$ cat src/rtl/seg_pkg.sv
// ---------------------------------------------------------------------------
// seg_pkg
// Shared definitions for the seven-segment scan driver:
//   - active-low segment patterns (bit7 = dp, bit6..0 = g..a), common anode
//   - scan FSM state type
// ---------------------------------------------------------------------------
package seg_pkg;

  localparam logic [7:0] SEG_0    = 8'hC0;
  localparam logic [7:0] SEG_1    = 8'hF9;
  localparam logic [7:0] SEG_2    = 8'hA4;
  localparam logic [7:0] SEG_3    = 8'hB0;
  localparam logic [7:0] SEG_4    = 8'h99;
  localparam logic [7:0] SEG_5    = 8'h92;
  localparam logic [7:0] SEG_6    = 8'h82;
  localparam logic [7:0] SEG_7    = 8'hF8;
  localparam logic [7:0] SEG_8    = 8'h80;
  localparam logic [7:0] SEG_9    = 8'h90;
  localparam logic [7:0] SEG_DASH = 8'hBF;
  localparam logic [7:0] SEG_OFF  = 8'hFF;

  typedef enum logic [0:0] {
    BLANK = 1'b0,
    SHOW  = 1'b1
  } scan_state_t;

endpackage

$ cat src/rtl/bcd_to_seg.sv
// ---------------------------------------------------------------------------
// bcd_to_seg
// Purely combinational BCD to seven-segment decoder (common anode, dp off).
// Non-BCD codes 10..15 render as a dash.
//   bcd : 4-bit digit value
//   seg : active-low segment pattern
// ---------------------------------------------------------------------------
module bcd_to_seg
  import seg_pkg::*;
(
  input  logic [3:0] bcd,
  output logic [7:0] seg
);

  // Digit lookup.
  always_comb begin
    seg = SEG_DASH;
    case (bcd)
      4'd0:    seg = SEG_0;
      4'd1:    seg = SEG_1;
      4'd2:    seg = SEG_2;
      4'd3:    seg = SEG_3;
      4'd4:    seg = SEG_4;
      4'd5:    seg = SEG_5;
      4'd6:    seg = SEG_6;
      4'd7:    seg = SEG_7;
      4'd8:    seg = SEG_8;
      4'd9:    seg = SEG_9;
      default: seg = SEG_DASH;
    endcase
  end

endmodule

$ cat src/rtl/seg_scan_drv.sv
// ---------------------------------------------------------------------------
// seg_scan_drv
// Time-multiplexed seven-segment scan driver. Each digit is lit for SCAN_DIV
// clocks, separated by BLANK_CYC all-off clocks. bcd_in is copied into a
// shadow register only at the frame boundary (BLANK->SHOW with idx 0), so a
// frame is never torn.
//   clk, rst_n  : clock, asynchronous active-low reset
//   bcd_in      : packed BCD digits, digit i = bcd_in[4i+3:4i]
//   load        : capture request, serviced at the next frame boundary
//   seg         : active-low segments (registered)
//   sel         : active-low one-hot digit enable (registered)
//   frame_done  : one-clock pulse after the last digit of a frame
// Build option: define SEG_SCAN_LZB_EN for leading-zero blanking.
// ---------------------------------------------------------------------------
module seg_scan_drv
  import seg_pkg::*;
#(
  parameter int DIGITS    = 6,
  parameter int SCAN_DIV  = 50000,
  parameter int BLANK_CYC = 16
)(
  input  logic                  clk,
  input  logic                  rst_n,
  input  logic [4*DIGITS-1:0]   bcd_in,
  input  logic                  load,
  output logic [7:0]            seg,
  output logic [DIGITS-1:0]     sel,
  output logic                  frame_done
);

  localparam int CNT_MAX = (SCAN_DIV > BLANK_CYC) ? SCAN_DIV : BLANK_CYC;
  localparam int CNT_W   = $clog2(CNT_MAX);
  localparam int IDX_W   = (DIGITS > 1) ? $clog2(DIGITS) : 1;

  localparam logic [CNT_W-1:0] SHOW_LAST  = CNT_W'(SCAN_DIV - 1);
  localparam logic [CNT_W-1:0] BLANK_LAST = CNT_W'(BLANK_CYC - 1);
  localparam logic [IDX_W-1:0] IDX_LAST   = IDX_W'(DIGITS - 1);

  scan_state_t           state_r, state_nxt_s;
  logic [IDX_W-1:0]      idx_r, idx_nxt_s;
  logic [CNT_W-1:0]      cnt_r, cnt_nxt_s;
  logic                  pend_r, pend_nxt_s;
  logic [4*DIGITS-1:0]   shadow_r, shadow_nxt_s;
  logic                  frame_done_nxt_s;
  logic [3:0]            digit_s;
  logic [7:0]            dec_s;
  logic                  blank_lz_s;
  logic [7:0]            seg_nxt_s;
  logic [DIGITS-1:0]     sel_nxt_s;
  logic [7:0]            seg_r;
  logic [DIGITS-1:0]     sel_r;
  logic                  frame_done_r;

  // Scan sequencing, load pending flag and shadow capture.
  always_comb begin
    state_nxt_s      = state_r;
    idx_nxt_s        = idx_r;
    cnt_nxt_s        = cnt_r + CNT_W'(1);
    pend_nxt_s       = pend_r | load;
    shadow_nxt_s     = shadow_r;
    frame_done_nxt_s = 1'b0;
    case (state_r)
      BLANK: begin
        if (cnt_r == BLANK_LAST) begin
          state_nxt_s = SHOW;
          cnt_nxt_s   = '0;
          // Frame boundary: a load in this very cycle counts as well.
          if ((idx_r == '0) && (pend_r || load)) begin
            shadow_nxt_s = bcd_in;
            pend_nxt_s   = 1'b0;
          end else begin
            shadow_nxt_s = shadow_r;
          end
        end else begin
          state_nxt_s = BLANK;
        end
      end
      SHOW: begin
        if (cnt_r == SHOW_LAST) begin
          state_nxt_s = BLANK;
          cnt_nxt_s   = '0;
          if (idx_r == IDX_LAST) begin
            idx_nxt_s        = '0;
            frame_done_nxt_s = 1'b1;
          end else begin
            idx_nxt_s = idx_r + IDX_W'(1);
          end
        end else begin
          state_nxt_s = SHOW;
        end
      end
      default: begin
        state_nxt_s = BLANK;
        idx_nxt_s   = '0;
        cnt_nxt_s   = '0;
      end
    endcase
  end

  // Select the digit about to be shown; outputs follow the next state so the
  // display changes on the same edge as the FSM.
  always_comb begin
    digit_s = 4'd0;
    for (int i = 0; i < DIGITS; i++) begin
      if (idx_nxt_s == IDX_W'(i)) begin
        digit_s = shadow_nxt_s[4*i +: 4];
      end else begin
        digit_s = digit_s;
      end
    end
  end

  bcd_to_seg u_dec (
    .bcd (digit_s),
    .seg (dec_s)
  );

`ifdef SEG_SCAN_LZB_EN
  // Leading-zero detection: a digit blanks when it and every higher digit are
  // zero; digit 0 is never considered.
  always_comb begin
    logic seen_nz;
    seen_nz    = 1'b0;
    blank_lz_s = 1'b0;
    for (int i = DIGITS - 1; i >= 1; i--) begin
      if (shadow_nxt_s[4*i +: 4] != 4'd0) begin
        seen_nz = 1'b1;
      end else begin
        seen_nz = seen_nz;
      end
      if (!seen_nz && (idx_nxt_s == IDX_W'(i))) begin
        blank_lz_s = 1'b1;
      end else begin
        blank_lz_s = blank_lz_s;
      end
    end
  end
`else
  assign blank_lz_s = 1'b0;
`endif

  // Next output values for the registered seg/sel.
  always_comb begin
    sel_nxt_s = '1;
    for (int i = 0; i < DIGITS; i++) begin
      if ((state_nxt_s == SHOW) && (idx_nxt_s == IDX_W'(i))) begin
        sel_nxt_s[i] = 1'b0;
      end else begin
        sel_nxt_s[i] = 1'b1;
      end
    end
    if (state_nxt_s == SHOW) begin
      seg_nxt_s = blank_lz_s ? SEG_OFF : dec_s;
    end else begin
      seg_nxt_s = SEG_OFF;
    end
  end

  // State, shadow and output registers.
  always_ff @(posedge clk or negedge rst_n) begin
    if (!rst_n) begin
      state_r      <= BLANK;
      idx_r        <= '0;
      cnt_r        <= '0;
      pend_r       <= 1'b0;
      shadow_r     <= '0;
      seg_r        <= SEG_OFF;
      sel_r        <= '1;
      frame_done_r <= 1'b0;
    end else begin
      state_r      <= state_nxt_s;
      idx_r        <= idx_nxt_s;
      cnt_r        <= cnt_nxt_s;
      pend_r       <= pend_nxt_s;
      shadow_r     <= shadow_nxt_s;
      seg_r        <= seg_nxt_s;
      sel_r        <= sel_nxt_s;
      frame_done_r <= frame_done_nxt_s;
    end
  end

  assign seg        = seg_r;
  assign sel        = sel_r;
  assign frame_done = frame_done_r;

endmodule

$ cat config.mk
export PLATFORM = sky130hd
export DESIGN_NAME = seg_scan_drv
export DESIGN_NICKNAME = d
export VERILOG_FILES = /design/src/rtl/seg_pkg.sv /design/src/rtl/bcd_to_seg.sv /design/src/rtl/seg_scan_drv.sv
export SDC_FILE = /design/constraint.sdc
export NUM_CORES = 1
export LEC_CHECK = 0
export ABC_AREA = 1
export BUFFER_PORTS_ARGS = -buffer_cell sky130_fd_sc_hd__buf_2
export CORE_MARGIN = 1.5
export CORE_UTILIZATION = 58
export DETAILED_ROUTE_END_ITERATION = 6
export GPL_TIMING_DRIVEN = 1
export PLACE_DENSITY_LB_ADDON = 0.08
export SYNTH_ARGS = -nofsm -noshare
export SYNTH_HDL_FRONTEND = slang
export SYNTH_SLANG_ARGS = --single-unit
$ cat constraint.sdc
create_clock -name clk -period 3 [get_ports clk]
set_clock_uncertainty 0.05 [all_clocks]
set_input_delay 0.45 -clock clk [delete_from_list [all_inputs] [get_ports clk]]
set_output_delay 0.45 -clock clk [all_outputs]
set_load 0.01 [all_outputs]
==> flow_summary.ini, run 1 <==
[sta]
worstMarginPinSlew_ns = 0.717
hold_violations = 0
whs_ns = 0.206
finalSetupTns_ns = 0
fin_crit_sh_pct = 90.2
period_needed_ns = 2.70
rsz0062_at_grt = false
drv_slew = 0
setup_viol = 0
fmaxAchievable_mhz = 370
relSlewSlack_pct = 52.2

[routing]
vias = 2670
drt.antenna.violating_nets = 0
wl_per_cell_um = 12.8
wl_met3_um = 291
met2WireLength_um = 3200
met1Wirelength_um = 3200
first_pass_iters = 5
viasPerCell = 5.03
drc = 0
top_layer = met4
drt_iter0_markers = 147
wirelength_um = 6820

[worst_setup_path]
critPathCaptureType = register
ff2ff_setup_slack_ns = 0.30
crit_required_ns = 3.20
r2r_cells = 17
path_max_fanout = 9
worstReg2RegEnd = seg[3]$_DFF_PN1_
startpoint_type = register
arrival_ns = 2.90
r2r_start = cnt_r[0]$_DFF_PN0_
startpoint = cnt_r[0]$_DFF_PN0_
criticalPathCategory = reg -> reg

[synth]
synth_seq_cells = 59
yosysSeqAreaShare_pct = 46.2
ys.flop_type = dfrtp_1
synth.area.top_cells = dfrtp_1 (36%), nand2_1 (13%), dfstp_2 (11%)
synth_top_area_share_pct = 35.6
synth_area_sq_um = 3230
synth_cell_types = 37
syn_avg_cell_area_sq_um = 7.99
synth.yosys.warnings = 0
synthArstFlopShare_pct = 100
synth_nets = 439
netlist_instances = 404
synth_edf_count = 0
yosysTopAreaCell = dfrtp_1

[cells_and_area]
syn2layout_area_growth_pct = 16.1
final_layout_size_suffix_gt1_share_pct = 26.2
n_antenna_cell = 0
final_cell_mix = nand2_1 (112), inv_1 (63), dfrtp_1 (46)
n_fill_cell = 430
multiInputGateArea_sq_um = 1440
final_nets = 491
mostFrequentLayoutCell = nand2_1
layout.area.seq_sq_um = 1490

[placement]
hpwl_um = 4960
portBuffers = 40
place.gp.congestion = 0.869

[cts]
path_clk_slew_ns = 0.07
clock_path_buffers = 2
insertion_delay_ns = 0.34
cts_tree = built
cts_buffers = 9
h-tree-depth = 3
root_buffer = clkbuf_8
clock-sinks = 59
cts-hold-fix-buffers = 0

[floorplanning]
fp.dieW_um = 77.6
dieArea_sq_um = 6020
start_util_pct = 61.7
die-height_um = 77.6
core_sq_um = 5240
pin_count = 42
rows = 26

[global_route]
antenna_found_initial = 0
grt-ovfl-total = 0
grt_pass1_vias = 2593
track_usage_pct = 25.1
grt_pass1_wl_um = 11600
grt_max_degree = 60

[power]
p_leak_nw = 2.05
powerDensity_nw_per_um2 = 444
ir_drop_uv = 320

[run_status]
status = complete, no violations

[run]
drv_cap = 0

[worst_hold_path]
min_path_type = in -> async
[where the power goes]
group,switching [mW],internal [mW]
Combinational,0.0670,0.0398
Clock,0.299,0.429
Sequential,0.00596,0.826
Total,0.371,1.29
[cells by family after synthesis]
| logic type | Yosys count | share of synthesized area (%) |
|---|---|---|
| flops | 59 | 46.2 |
| xor+xnor | 1 | 0.271 |
| compound gates | 26 | 4.46 |
| simple gates | 233 | 36.4 |
| other cells | 1 | 0.116 |
| buf+inv | 76 | 9.41 |
| fa+ha+maj | 8 | 3.10 |
[critical path, cell delays in order, from the launching register on]
cell and delay (ns):
dfrtp_1 0.37, ha_1 0.24, nand3_4 0.14, nor2_8 0.21, nand4_1 0.17, nand2_4 0.15, inv_4 0.05, nand3_2 0.09
nor2_1 0.05, nor2_1 0.08, nand4_1 0.17, nor2_4 0.20, inv_1 0.11, ha_1 0.18, inv_1 0.05, nand4_1 0.12
nand3_1 0.11, nand3_1 0.07
[layout make-up]
class | count | share of cell area, %
clock buffer | 14 | 4.34
inverter | 71 | 7.24
sequential | 59 | 39.8
timing repair buffer | 46 | 6.87
multi-input combinational | 269 | 38.5
clock inverter | 2 | 0.934
tap | 70 | 2.34
[what timing repair did]
item                                    4_1_cts  5_1_grt
setup buffers                                 0        3
endpoints found under the setup margin        0        6
gates resized for setup                       0        5
[worst max-delay path by stage]
stage                       end  cells after the start
4_1_cts        seg[3]$_DFF_PN1_                     16
5_1_grt        seg[0]$_DFF_PN1_                     17
2_1_floorplan  seg[0]$_DFF_PN1_                     17
3_5_place_dp   seg[3]$_DFF_PN1_                     16
6_report       seg[3]$_DFF_PN1_                     17
3_3_place_gp   seg[0]$_DFF_PN1_                     16
[cell usage after synthesis (all sizes together) (2+ instances only)]
master,number
buf,4
nand3,34
dfstp,13
nor2,50
o21a,2
o21ai,10
nor3,6
inv,70
dfrtp,46
nand2,126
nand4,14
nand3b,2
ha,8
a21oi,12
[per-layer routing]
layer | track usage (%) | vias to the layer above
li1 | - | 1364
met1 | 33.5 | 1226
met2 | 39.3 | 65
met3 | 6.00 | 15
met4 | 10.0 | 0
met5 | 0 | -
[flip-flops by register name (all words and copies together) (netlist names)]
register	count
idx_r	3
state_r	1
shadow_r	24
frame_done	1
seg	7
pend_r	1
sel	6
cnt_r	16
[through the flow]
stage          power, mW  cells  setup slack [ns]  utilization [%]  instance area [sq um]
5_1_grt             1.73    531            0.0282             71.6                   3750
4_1_cts             1.68    528            0.0938             70.7                   3700
3_3_place_gp       0.951    512             0.257             66.9                   3500
3_5_place_dp       0.953    512             0.114             66.9                   3500
2_1_floorplan      0.901    404             0.476                -                   3230
6_report            1.67    531             0.295             71.6                   3750
Note: power is estimated with default switching activity, not from simulation.
==> run 2, diff against run 1 <==
clock period = 2.8 ns   (was 3 ns; I/O delays follow)
==> run 2 against run 1 <==
  * Critical path depth down 4
  * Sequential share of layout area down 1.7 points
  * First-iteration DRC count down 23%
  * Highest routed layer unchanged
==> flow_summary.ini, run 2 (synthesis gave the netlist of run 1 again) <==
[global_route]
antenna_found_initial = 0
grt_max_degree = 32
track_usage_pct = 24.9
grt_pass1_wl_um = 11400
grt-ovfl-total = 0
grt_pass1_vias = 2526

[cells_and_area]
final_layout_size_suffix_gt1_share_pct = 29.7
mostFrequentLayoutCell = nand2_1
final_cell_mix = nand2_1 (112), inv_1 (63), dfrtp_1 (44)
final_area_sq_um = 3920
largest_register_ffs = 24
final_nets = 502
n_antenna_cell = 0
top_register = shadow_r
syn2layout_area_growth_pct = 21.3

[worst_hold_path]
min_path_type = in -> async

[worst_setup_path]
criticalPathCategory = reg -> reg
arrival_ns = 2.88
slowest_stage = nor3_2
critPathCaptureType = register
startpoint_type = register
crit_required_ns = 3.03
path_buf_inv = 2
path_max_fanout = 14
crit_family = simple AND/OR/NAND/NOR gates
cp_cell_sequence = nor3_2 > nand4_4 > inv_2 > nand2_1 > a21oi_1 > nor2_1 > nand4_1 > nor2_2 > buf_4 > ha_1 > nand2_1 > nand3_1 > nand3_1
slowest_delay_ns = 0.46

[floorplanning]
dieArea_sq_um = 6020
core_sq_um = 5240
pin_count = 42
rows = 26
start_util_pct = 61.7
die-height_um = 77.6
fp.dieW_um = 77.6

[sta]
worstMarginPinSlew_ns = 0.714
relSlewSlack_pct = 52.4
drv_slew = 0
period_needed_ns = 2.64
setup_viol = 0
fmaxAchievable_mhz = 378
fin_crit_sh_pct = 94.4
hold_violations = 0

[placement]
portBuffers = 40
postPlaceCellArea_sq_um = 3550
hpwl_um = 5010
place.gp.congestion = 0.879

[power]
p_sw_mw = 0.428
p_leak_nw = 2.12
fin_total_pwr_mw = 1.91
ir_drop_uv = 359
power.internal_mw = 1.48
power_frac_seq_pct = 46.7
powerDensity_nw_per_um2 = 487
power_frac_clock_pct = 47.1
combinationalPowerShare_pct = 6.2
p_sw_share_pct = 22.4

[cts]
clock_path_buffers = 2
cts-hold-fix-buffers = 0
h-tree-depth = 3
cts_tree = built
clock-sinks = 59
insertion_delay_ns = 0.34
cts_buffers = 9
root_buffer = clkbuf_8
path_clk_slew_ns = 0.07

[routing]
wl_per_cell_um = 13.4
drt.antenna.violating_nets = 0
wirelength_um = 7240
viasPerCell = 5.04
drt_iter0_markers = 113
first_pass_iters = 4
vias = 2734
drc = 0

[run_status]
status = complete, no violations

[run]
drv_cap = 0
==> run 2: cell count changes in the layout (fill, tap and decap cells not counted), moves of 2 or more <==
cell      delta
clkinv_4     +2
buf_4        +9
nor2_2       -2
nor2_4       +4
dfrtp_2      +2
clkbuf_1     -3
dfrtp_1      -2
==> run 2: worst register-to-register path, delay by kind of cell, from the launching register on <==
family                     cells  cell delay (ns)
and+or+nand+nor                9             1.31
AOI/OAI and AO/OA              1             0.14
buffers and inverters          2             0.39
DFF                            1             0.44
adders and majority gates      1             0.26
==> run 2: worst paths after layout <==
path                                          to             startpoint  cells past startpoint  slack, ns
setup / recovery                seg[3]$_DFF_PN1_     idx_r[0]$_DFF_PN0_                     13       0.16
hold / removal                cnt_r[7]$_DFF_PN0_                  rst_n                      1       0.08
setup reg to reg                seg[3]$_DFF_PN1_     idx_r[0]$_DFF_PN0_                     13       0.16
hold reg to reg            shadow_r[3]$_DFF_PN0_  shadow_r[3]$_DFF_PN0_                      2       0.43
max in group asynchronous       sel[1]$_DFF_PN1_                  rst_n                      2       1.95
min in group clk           shadow_r[7]$_DFF_PN0_              bcd_in[7]                      3       0.25
==> run 2: cell type report <==
cell class	instances	area, sq um
clock inverters	5	85.1
multi-input cells	271	1510
well taps	70	87.6
clock buffers	11	151
fillers	404	1320
flip-flops and latches	59	1500
repair buffers	55	325
inverters	71	269
==> run 2: repair_timing <==
item | 4_1_cts | 5_1_grt
resized for setup | 0 | 13
endpoints found under the setup margin | 0 | 7
setup buffers | 0 | 7
==> run 2: power groups by stage <==
stage	clock network (mW)	logic [mW]	registers, mW
floorplan	0	0.0542	0.911
global route	0.950	0.134	0.893
CTS	0.918	0.119	0.891
finish	0.900	0.118	0.891
detailed placement	0	0.118	0.906
global placement	0	0.117	0.906
==> run 2: per-stage QoR <==
| stage | hold WS, ns | cells | setup slack, ns | util, % | setup TNS [ns] |
|---|---|---|---|---|---|
| 3_3_place_gp | 0.391 | 517 | 0.133 | 67.9 | 0 |
| 2_1_floorplan | 0.0744 | 404 | 0.276 | - | 0 |
| 3_5_place_dp | 0.402 | 517 | 0.0533 | 67.9 | 0 |
| 4_1_cts | 0.0896 | 533 | 0.0563 | 72.4 | 0 |
| 5_1_grt | 0.120 | 542 | -0.0170 | 74.8 | -0.0170 |
| 6_report | 0.0758 | 542 | 0.156 | 74.8 | 0 |
==> run 2: routing by layer <==
layer / vias to the layer above / GRT usage (%) / routed length, um
li1: 1381 / - / -
met1: 1276 / 32.4 / 3280
met2: 58 / 38.3 / 3490
met3: 19 / 4.12 / 254
met4: 0 / 16.0 / 214
met5: - / 0 / 0
